`src/rtl/ssram_port_arbiter.sv`:
```
// Two-master round-robin arbiter in front of a single-port write-first RAM.
// An optional post-reset sweep writes INIT_VALUE to every word before traffic is accepted.
module ssram_port_arbiter #(
    parameter int                    DATA_WIDTH = 16,
    parameter int                    ADDR_WIDTH = 10,
    parameter bit                    INIT_CLEAR = 1'b1,
    parameter logic [DATA_WIDTH-1:0] INIT_VALUE = '0
) (
    input  logic                  clk,
    input  logic                  rst,
    input  logic                  m0_req,
    input  logic                  m0_we,
    input  logic [ADDR_WIDTH-1:0] m0_addr,
    input  logic [DATA_WIDTH-1:0] m0_wdata,
    output logic                  m0_gnt,
    output logic                  m0_rvalid,
    output logic [DATA_WIDTH-1:0] m0_rdata,
    input  logic                  m1_req,
    input  logic                  m1_we,
    input  logic [ADDR_WIDTH-1:0] m1_addr,
    input  logic [DATA_WIDTH-1:0] m1_wdata,
    output logic                  m1_gnt,
    output logic                  m1_rvalid,
    output logic [DATA_WIDTH-1:0] m1_rdata,
    output logic                  ram_en,
    output logic                  ram_we,
    output logic [ADDR_WIDTH-1:0] ram_addr,
    output logic [DATA_WIDTH-1:0] ram_di,
    input  logic [DATA_WIDTH-1:0] ram_dout,
    output logic                  init_done
);

    typedef enum logic {INIT, RUN} state_t;

    state_t                  state, state_next;
    logic [ADDR_WIDTH-1:0]   init_cnt;
    logic                    init_last;
    logic                    last_gnt;
    logic                    rsp_pend;
    logic                    rsp_id;
    logic [DATA_WIDTH-1:0]   rdata0_q, rdata1_q;

    assign init_last = (init_cnt == {ADDR_WIDTH{1'b1}});

    always_ff @(posedge clk) begin
        if (rst) state <= INIT_CLEAR ? INIT : RUN;
        else     state <= state_next;
    end

    always_comb begin
        state_next = state;
        if (state == INIT && init_last) state_next = RUN;
    end

    always_comb begin
        m0_gnt   = 1'b0;
        m1_gnt   = 1'b0;
        ram_en   = 1'b0;
        ram_we   = 1'b0;
        ram_addr = '0;
        ram_di   = '0;
        if (!rst) begin
            case (state)
                INIT: begin
                    ram_en   = 1'b1;
                    ram_we   = 1'b1;
                    ram_addr = init_cnt;
                    ram_di   = INIT_VALUE;
                end
                RUN: begin
                    // Contention goes to whichever master did not win last time.
                    m0_gnt = m0_req && (!m1_req || last_gnt);
                    m1_gnt = m1_req && (!m0_req || !last_gnt);
                    if (m0_gnt) begin
                        ram_en   = 1'b1;
                        ram_we   = m0_we;
                        ram_addr = m0_addr;
                        ram_di   = m0_wdata;
                    end else if (m1_gnt) begin
                        ram_en   = 1'b1;
                        ram_we   = m1_we;
                        ram_addr = m1_addr;
                        ram_di   = m1_wdata;
                    end
                end
                default: ;
            endcase
        end
    end

    always_ff @(posedge clk) begin
        if (rst) begin
            init_cnt  <= '0;
            last_gnt  <= 1'b1;
            rsp_pend  <= 1'b0;
            rsp_id    <= 1'b0;
            init_done <= !INIT_CLEAR;
            rdata0_q  <= '0;
            rdata1_q  <= '0;
        end else begin
            if (state == INIT) init_cnt <= init_cnt + 1'b1;
            if (state == INIT && init_last) init_done <= 1'b1;
            rsp_pend <= (m0_gnt && !m0_we) || (m1_gnt && !m1_we);
            rsp_id   <= m1_gnt;
            if (m0_gnt || m1_gnt) last_gnt <= m1_gnt;
            if (m0_rvalid) rdata0_q <= ram_dout;
            if (m1_rvalid) rdata1_q <= ram_dout;
        end
    end

    // Read data is passed straight through on the response cycle and held afterwards.
    assign m0_rvalid = !rst && rsp_pend && !rsp_id;
    assign m1_rvalid = !rst && rsp_pend &&  rsp_id;
    assign m0_rdata  = m0_rvalid ? ram_dout : rdata0_q;
    assign m1_rdata  = m1_rvalid ? ram_dout : rdata1_q;

endmodule

```
`config.mk`:
```
export PLATFORM = sky130hd
export DESIGN_NAME = ssram_port_arbiter
export DESIGN_NICKNAME = d
export VERILOG_FILES = /design/src/rtl/ssram_port_arbiter.sv
export SDC_FILE = /design/constraint.sdc
export NUM_CORES = 1
export LEC_CHECK = 0
export CAP_MARGIN = 15
export CORE_UTILIZATION = 38
export CTS_CLUSTER_DIAMETER = 150
export DETAILED_ROUTE_END_ITERATION = 10
export GPL_TIMING_DRIVEN = 1
export PLACE_DENSITY = 0.86
export SLEW_MARGIN = 40
export SYNTH_ARGS = -nofsm -noshare
export SYNTH_HDL_FRONTEND = slang
export SYNTH_SLANG_ARGS = --single-unit
```
`constraint.sdc`:
```
create_clock -name clk -period 2.05 [get_ports clk]
set_clock_uncertainty 0.15 [all_clocks]
set_input_delay 0.205 -clock clk [delete_from_list [all_inputs] [get_ports clk]]
set_output_delay 0.205 -clock clk [all_outputs]
set_load 0.02 [all_outputs]
```
==> impl_metrics.csv, run 1 <==
group,metric,value,unit
run_status,status,"finished clean",
global_routing,antenna_found_initial,0,
global_routing,met2_usage,40.8,%
floorplan,dieWidth,80.7,um
global_routing,top_usage_layer,"met2",
setup_path,crit_slowest_cell,"dfxtp_4",
sta,worstMarginPinSlew,306,ps
hold_path,hp-start,"rst",
finish,drive_gt1_share,31.4,%
global_routing,global_route.usage.met3,5.68,%
hold_path,min_path_type,"input pin to flip-flop",
flow_run,drv_cap,0,
global_routing,overflow,0,
synth,syn_inst,224,
global_routing,grt_pass1_vias,2286,
synth,yosysSeqAreaShare,39.2,%
synth,synth_flop_cell,"dfxtp_1",
hold_path,whs_path_depth,3,
setup_path,crit_fanout,13,
floorplan,die_area,0.00651,mm2
route,wire_per_inst,16.8,um
setup_path,crit_path_start_kind,"flip-flop",
global_routing,grt_pass1_wl,11.4,mm
finish,final_util,66.2,%
setup_path,crit_chain,"a21bo_4 -> nor2_4 -> bufbuf_16 -> a221o_1 -> buf_4",
clock_tree,insertion_delay,300,ps
synth,ys_warn_count,0,
setup_path,reg2reg_depth,5,
global_routing,use_met1,27.4,%
finish,stdcell_area,0.00394,mm2
setup_path,r2r_start,"init_done$_SDFFE_PP0P_",
clock_tree,cts_tree,"yes",
route,drc,0,
placed_design,io_buffer_count,138,
finish,nNetsFinal,453,
setup_path,reg2reg_to,"init_cnt[9]$_SDFFE_PP0N_",
clock_tree,cts_buffers,5,
power_and_ir_drop,peakVddDrop,0.000473,V
placed_design,place_congestion,0.822,
clock_tree,htreeDepth,2,
finish,layout_commonest_cell,"clkdlybuf4s50_1",
sta,layout_min_cycle_time,2000,ps
synth,syn-num-nets,299,
sta,hold_viol_final,0,
setup_path,regToRegSetupSlack,310,ps
route,antenna_left,0,
setup_path,critPathKind,"flip-flop to primary output",
sta,drv_slew,0,
power_and_ir_drop,power_density,433,mW/mm2
route,wirelength,7.62,mm
sta,hold_slack,256,ps
setup_path,cpPeakStageDelay,380,ps
floorplan,core_area,0.00596,mm2
setup_path,end_kind,"primary output",
floorplan,die_h,80.7,um
synth,ys_ff_latch,46,
floorplan,start_util,39.5,%
synth,synth_cell_types,43,
power_and_ir_drop,power_leakage,1.85,nW
synth,syn_area,0.00235,mm2
finish,n_antenna_cell,0,
clock_tree,ctsRootBufferMaster,"clkbuf_8",
sta,slew_headroom,79.5,%
clock_tree,cts.clk_slew.worst_paths,90,ps
route,vias,2317,
setup_path,required,1690,ps
placed_design,place_hpwl,5.51,mm
floorplan,num_rows,28,
sta,max_freq,499,MHz
sta,fin_crit_sh,97.7,%
global_routing,grt_max_degree,31,
clock_tree,cts_sinks,46,
placed_design,postPlaceCellArea,0.00391,mm2
synth,synth_edf_count,0,
synth,syn_avg_cell_area,10.5,um2
floorplan,io_pins,139,
hold_path,hold_end,"init_cnt[3]$_SDFFE_PP0N_",
sta,setup_viol,0,
finish,final_cell_mix,"clkdlybuf4s50_1 (72), dfxtp_1 (42), nor2b_1 (24), dlygate4sd2_1 (24), mux2_2 (22)",
setup_path,worst_ep_arrival_time,1650,ps
synth,async_flop_share,0,%
route,first_pass_iters,4,
finish,syn_to_final_growth,67.6,%
route,drt-vias-per-instance,5.10,
global_routing,grt_usage,23.1,%
route,drt_iter0_markers,94,
clock_tree,cts_max_path_buffers,2,
finish,num-fill-cells,496,
[cell usage after synthesis (all sizes together) (2+ instances only)]
cell type,n,area (um2)
or4,4,30.0
clkbuf,6,22.5
nor3b,2,26.3
a221o,9,90.1
mux2,32,394
and2b,9,67.6
buf,8,66.3
nand3b,4,42.5
xor2,3,26.3
dfxtp,46,921
or3,2,12.5
nor2,11,43.8
nand4b,2,32.5
o21ai,2,10.0
inv,4,15.0
nor3,2,21.3
and2,7,43.8
a22o,16,140
nand2,5,18.8
a31oi,2,12.5
o31ai,3,22.5
a21oi,9,45.0
nor2b,25,156
[report_power, final]
group          switching, mW  leakage [nW]  total, mW  internal [mW]
clock network          0.326        0.0408      0.570          0.244
registers            0.00789         0.372      0.904          0.897
logic                 0.0770          1.43      0.232          0.155
total                  0.411          1.85       1.71           1.30
[critical path: cells and delay by family (launching register included)]
| kind | cells | cell delay [ps] |
|---|---|---|
| AOI/OAI and AO/OA | 2 | 490 |
| and+or+nand+nor | 1 | 50 |
| buffers and inverters | 2 | 440 |
| DFF | 1 | 380 |
[flip-flops by register name, summed over array words and instances (netlist names)]
register   flops
last_gnt       1
init_cnt      10
rsp_id         1
rdata0_q      16
rdata1_q      16
init_done      1
rsp_pend       1
[worst max-delay path by stage]
stage / from / to / slack [ps] / cells after the start
after floorplan: init_done$_SDFFE_PP0P_ / ram_addr[0] / 140 / 4
after global placement: m0_req / ram_di[14] / -400 / 7
after detailed placement: m1_req / ram_addr[5] / -440 / 6
after CTS: rsp_pend$_SDFF_PP0_ / m0_rdata[8] / -30 / 4
after global routing: rsp_pend$_SDFF_PP0_ / m0_rdata[9] / -10 / 5
final: last_gnt$_SDFFE_PP1P_ / ram_addr[1] / 50 / 5
[cell families after synthesis]
group | count (synthesis) | share of synthesized area (%)
simple gates | 77 | 22.1
mux | 33 | 17.2
xor+xnor | 4 | 1.49
fa+ha+maj | 1 | 0.532
buf+inv | 18 | 4.42
flops | 46 | 39.2
compound gates | 45 | 15.1
[repair_timing]
| item | 4_1_cts | 5_1_grt |
|---|---|---|
| resized for setup | 168 | 38 |
| hold buffers | 0 | 0 |
| endpoints found under the setup margin | 64 | 32 |
| pin swaps | 1 | 1 |
| cloned | 2 | 0 |
| hold endpoints to repair | 0 | 0 |
| buffers inserted | 2 | 2 |
[layer usage]
layer | vias up | part of all wire [%]
met2 | 82 | 50
met1 | 1103 | 41
li1 | 1114 | -
met4 | 0 | 2.2
met5 | - | 0
met3 | 18 | 6.9
[through the flow]
step | power [mW] | cells | setup slack, ps | TNS, ps
finish | 1.71 | 454 | 47.9 | 0
global route | 1.77 | 454 | -10.7 | -40.1
CTS | 1.71 | 453 | -34.5 | -185
detailed placement | 1.16 | 441 | -439 | -12290
global placement | 1.15 | 441 | -397 | -11370
floorplan | 0.978 | 224 | 138 | 0
[cell type report]
type | instances | area (um2) | area share (%)
multi-input cells | 160 | 1360 | 34.6
repair buffers | 161 | 1450 | 36.7
inverters | 4 | 15.0 | 0.381
clock buffers | 5 | 68.8 | 1.75
well taps | 75 | 93.8 | 2.38
flip-flops and latches | 46 | 928 | 23.6
clock inverters | 3 | 23.8 | 0.603
No activity file was read; power rests on OpenSTA's default activity.
==> inputs of run 2 (changes only) <==
--- a/config.mk
+++ b/config.mk
@@ -5,12 +5,14 @@
 export SDC_FILE = /design/constraint.sdc
 export NUM_CORES = 1
 export LEC_CHECK = 0
+export ABC_AREA = 1
 export CAP_MARGIN = 15
-export CORE_UTILIZATION = 38
+export CORE_UTILIZATION = 39
 export CTS_CLUSTER_DIAMETER = 150
 export DETAILED_ROUTE_END_ITERATION = 10
 export GPL_TIMING_DRIVEN = 1
-export PLACE_DENSITY = 0.86
+export PLACE_DENSITY = 0.85
+export SKIP_CTS_REPAIR_TIMING = 1
 export SLEW_MARGIN = 40
 export SYNTH_ARGS = -nofsm -noshare
 export SYNTH_HDL_FRONTEND = slang
==> run 2 against run 1 <==
Flip-flop and latch count is the same; non-clock buffer count grew 18; count of clock-buffer cells in the layout grew 1; routed wire length grew 8.6%; first-iteration DRC count shrank 5.3%; core utilization grew 1.9 points; critical path type unchanged; highest routed layer unchanged.
==> impl_metrics.csv, run 2 <==
group,metric,value,unit
run_status,status,"finished clean",
sta,fin_crit_sh,99.8,%
finish,reg.largest.list,"rdata0_q (16), rdata1_q (16), init_cnt (10)",
sta,hold_viol_final,0,
synth,syn-num-nets,496,
placed_design,place_hpwl,6.02,mm
power_and_ir_drop,peakVddDrop,0.000409,V
route,wirelength,8.28,mm
route,wire_per_inst,12.3,um
route,antenna_left,0,
setup_path,crit_path_start_kind,"flip-flop",
power_and_ir_drop,p_switching,362,uW
sta,drv_slew,0,
setup_path,required,1690,ps
synth,ys_warn_count,0,
sta,max_freq,489,MHz
hold_path,whs_path_depth,3,
sta,layout_min_cycle_time,2050,ps
setup_path,cpPeakStageDelay,330,ps
power_and_ir_drop,netSwitchingFraction,21.7,%
route,vias,3053,
sta,worstMarginPinSlew,328,ps
setup_path,regToRegSetupSlack,490,ps
setup_path,path_common_cell,"inv_1",
synth,synth.area.top_cells,"dfxtp_1 (36%), nand2_1 (22%), inv_1 (12%)",
sta,rsz0062_at_grt,"yes",
setup_path,worst_ep_arrival_time,1690,ps
synth,synth_top_area_share,35.6,%
clock_tree,htreeDepth,2,
floorplan,start_util,40.5,%
power_and_ir_drop,p_int,1.31,mW
clock_tree,cts_sinks,46,
global_routing,grt_usage,22.6,%
route,drt_iter0_markers,89,
synth,ys_ff_latch,46,
synth,syn_inst,421,
synth,yosysSeqAreaShare,35.6,%
hold_path,min_path_type,"input pin to flip-flop",
finish,layout_commonest_cell,"nand2_1",
synth,synth_most_common_cell,"nand2_1",
clock_tree,ctsRootBufferMaster,"clkbuf_8",
floorplan,core_area,0.00639,mm2
floorplan,dieWidth,83.4,um
flow_run,drv_cap,0,
setup_path,end_kind,"primary output",
synth,async_flop_share,0,%
sta,tns,0,ps
route,first_pass_iters,4,
sta,slew_headroom,78.2,%
power_and_ir_drop,power_frac_clock,32.0,%
global_routing,antenna_found_initial,0,
placed_design,dp_cells,659,
finish,nNetsFinal,670,
setup_path,reg2reg_depth,7,
clock_tree,cts_buffers,5,
clock_tree,insertion_delay,290,ps
setup_path,critPathKind,"flip-flop to primary output",
synth,syn_area,0.00258,mm2
floorplan,io_pins,139,
floorplan,die_h,83.4,um
synth,syn_avg_cell_area,6.14,um2
power_and_ir_drop,power_frac_comb,13.9,%
global_routing,overflow,0,
placed_design,io_buffer_count,138,
power_and_ir_drop,power_leakage,3.02,nW
synth,synth_cell_types,26,
synth,synth_edf_count,0,
clock_tree,cts_max_path_buffers,2,
route,drt-vias-per-instance,4.55,
synth,synth_top_area_cell,"dfxtp_1",
placed_design,place_congestion,0.885,
setup_path,crit_slowest_cell,"dfxtp_1",
global_routing,grt_pass1_wl,13.0,mm
setup_path,crit_chain,"inv_1 -> nor2_4 -> buf_6 -> nand2_8 -> o21ai_1 -> inv_1 -> dlymetal6s2s_1",
finish,final_cell_mix,"nand2_1 (148), inv_1 (85), clkdlybuf4s50_1 (73)",
finish,stdcell_count,671,
floorplan,die_area,0.00695,mm2
clock_tree,cts.clk_slew.worst_paths,70,ps
synth,synth_commonest_cells,"nand2_1 (148), inv_1 (85), dfxtp_1 (46)",
global_routing,grt_max_degree,34,
global_routing,grt_pass1_vias,2940,
power_and_ir_drop,power_density,384,mW/mm2
power_and_ir_drop,pwr-share-seq,54.2,%
synth,synth_flop_cell,"dfxtp_1",
sta,setup_viol,0,
finish,syn_to_final_growth,68.2,%
finish,drive_gt1_share,16.0,%
floorplan,num_rows,29,
clock_tree,cts_tree,"yes",
setup_path,crit_fanout,16,
route,drc,0,
finish,n_antenna_cell,0,
-- run 2: cell families after synthesis --
kind of cell,after synthesis,synth area share [%]
AOI/OAI and AO/OA,47,9.44
adders and majority gates,1,0.484
buffers and inverters,105,18.5
DFF,46,35.6
and+or+nand+nor,222,35.9
-- run 2: cell type report --
type                       count  area [um2]
timing repair buffer         179        1640
sequential                    46         922
fill                         532        2040
clock buffer                   6        82.6
multi-input combinational    274        1260
inverter                      89         344
tap                           77        96.3
-- run 2: final timing paths --
check | start | end
setup / recovery | rsp_pend$_SDFF_PP0_ | m1_rdata[7]
hold / removal | rst | rdata0_q[15]$_SDFF_PP0_
setup reg to reg | rsp_pend$_SDFF_PP0_ | rdata1_q[7]$_SDFF_PP0_
hold reg to reg | last_gnt$_SDFFE_PP1P_ | last_gnt$_SDFFE_PP1P_
-- run 2: power groups by stage --
stage | combinational [mW] | sequential (mW) | clock [mW]
3_3_place_gp | 0.225 | 0.924 | 0
6_report | 0.231 | 0.904 | 0.534
5_1_grt | 0.248 | 0.905 | 0.591
2_1_floorplan | 0.0481 | 0.924 | 0
3_5_place_dp | 0.229 | 0.925 | 0
4_1_cts | 0.231 | 0.903 | 0.556
-- run 2: routing by layer --
metal | track usage, % | routed length (um) | vias to the layer above | part of all wire (%)
met5 | 0 | 0 | - | 0
met4 | 8.78 | 203 | 0 | 2.5
met3 | 3.28 | 326 | 17 | 3.9
met2 | 41.3 | 4290 | 85 | 52
met1 | 26.5 | 3450 | 1349 | 42
li1 | - | - | 1602 | -
-- run 2: worst max-delay path: cells and delay by family (launching register included) --
family          cells  cell delay (ps)
buf+inv             4              500
compound gates      1              200
simple gates        2              360
flops               1              330
-- run 2: through the flow --
step	setup WS (ps)	hold WS [ps]	utilization [%]	power (mW)	cell area, um2
floorplan	317	160	-	0.972	2580
global placement	-393	336	66.0	1.15	4210
detailed placement	-433	344	66.0	1.15	4210
CTS	-438	356	67.3	1.69	4300
global route	-99.9	360	68.0	1.74	4350
finish	4.64	338	68.0	1.67	4350
==> inputs of run 3 (changes only) <==
--- a/config.mk
+++ b/config.mk
@@ -6,7 +6,7 @@
 export NUM_CORES = 1
 export LEC_CHECK = 0
 export ABC_AREA = 1
-export CAP_MARGIN = 15
+export CAP_MARGIN = 20
 export CORE_UTILIZATION = 39
 export CTS_CLUSTER_DIAMETER = 150
 export DETAILED_ROUTE_END_ITERATION = 10
==> results of run 3 <==
Final layout, timing and power as in run 2 (identical DEF).
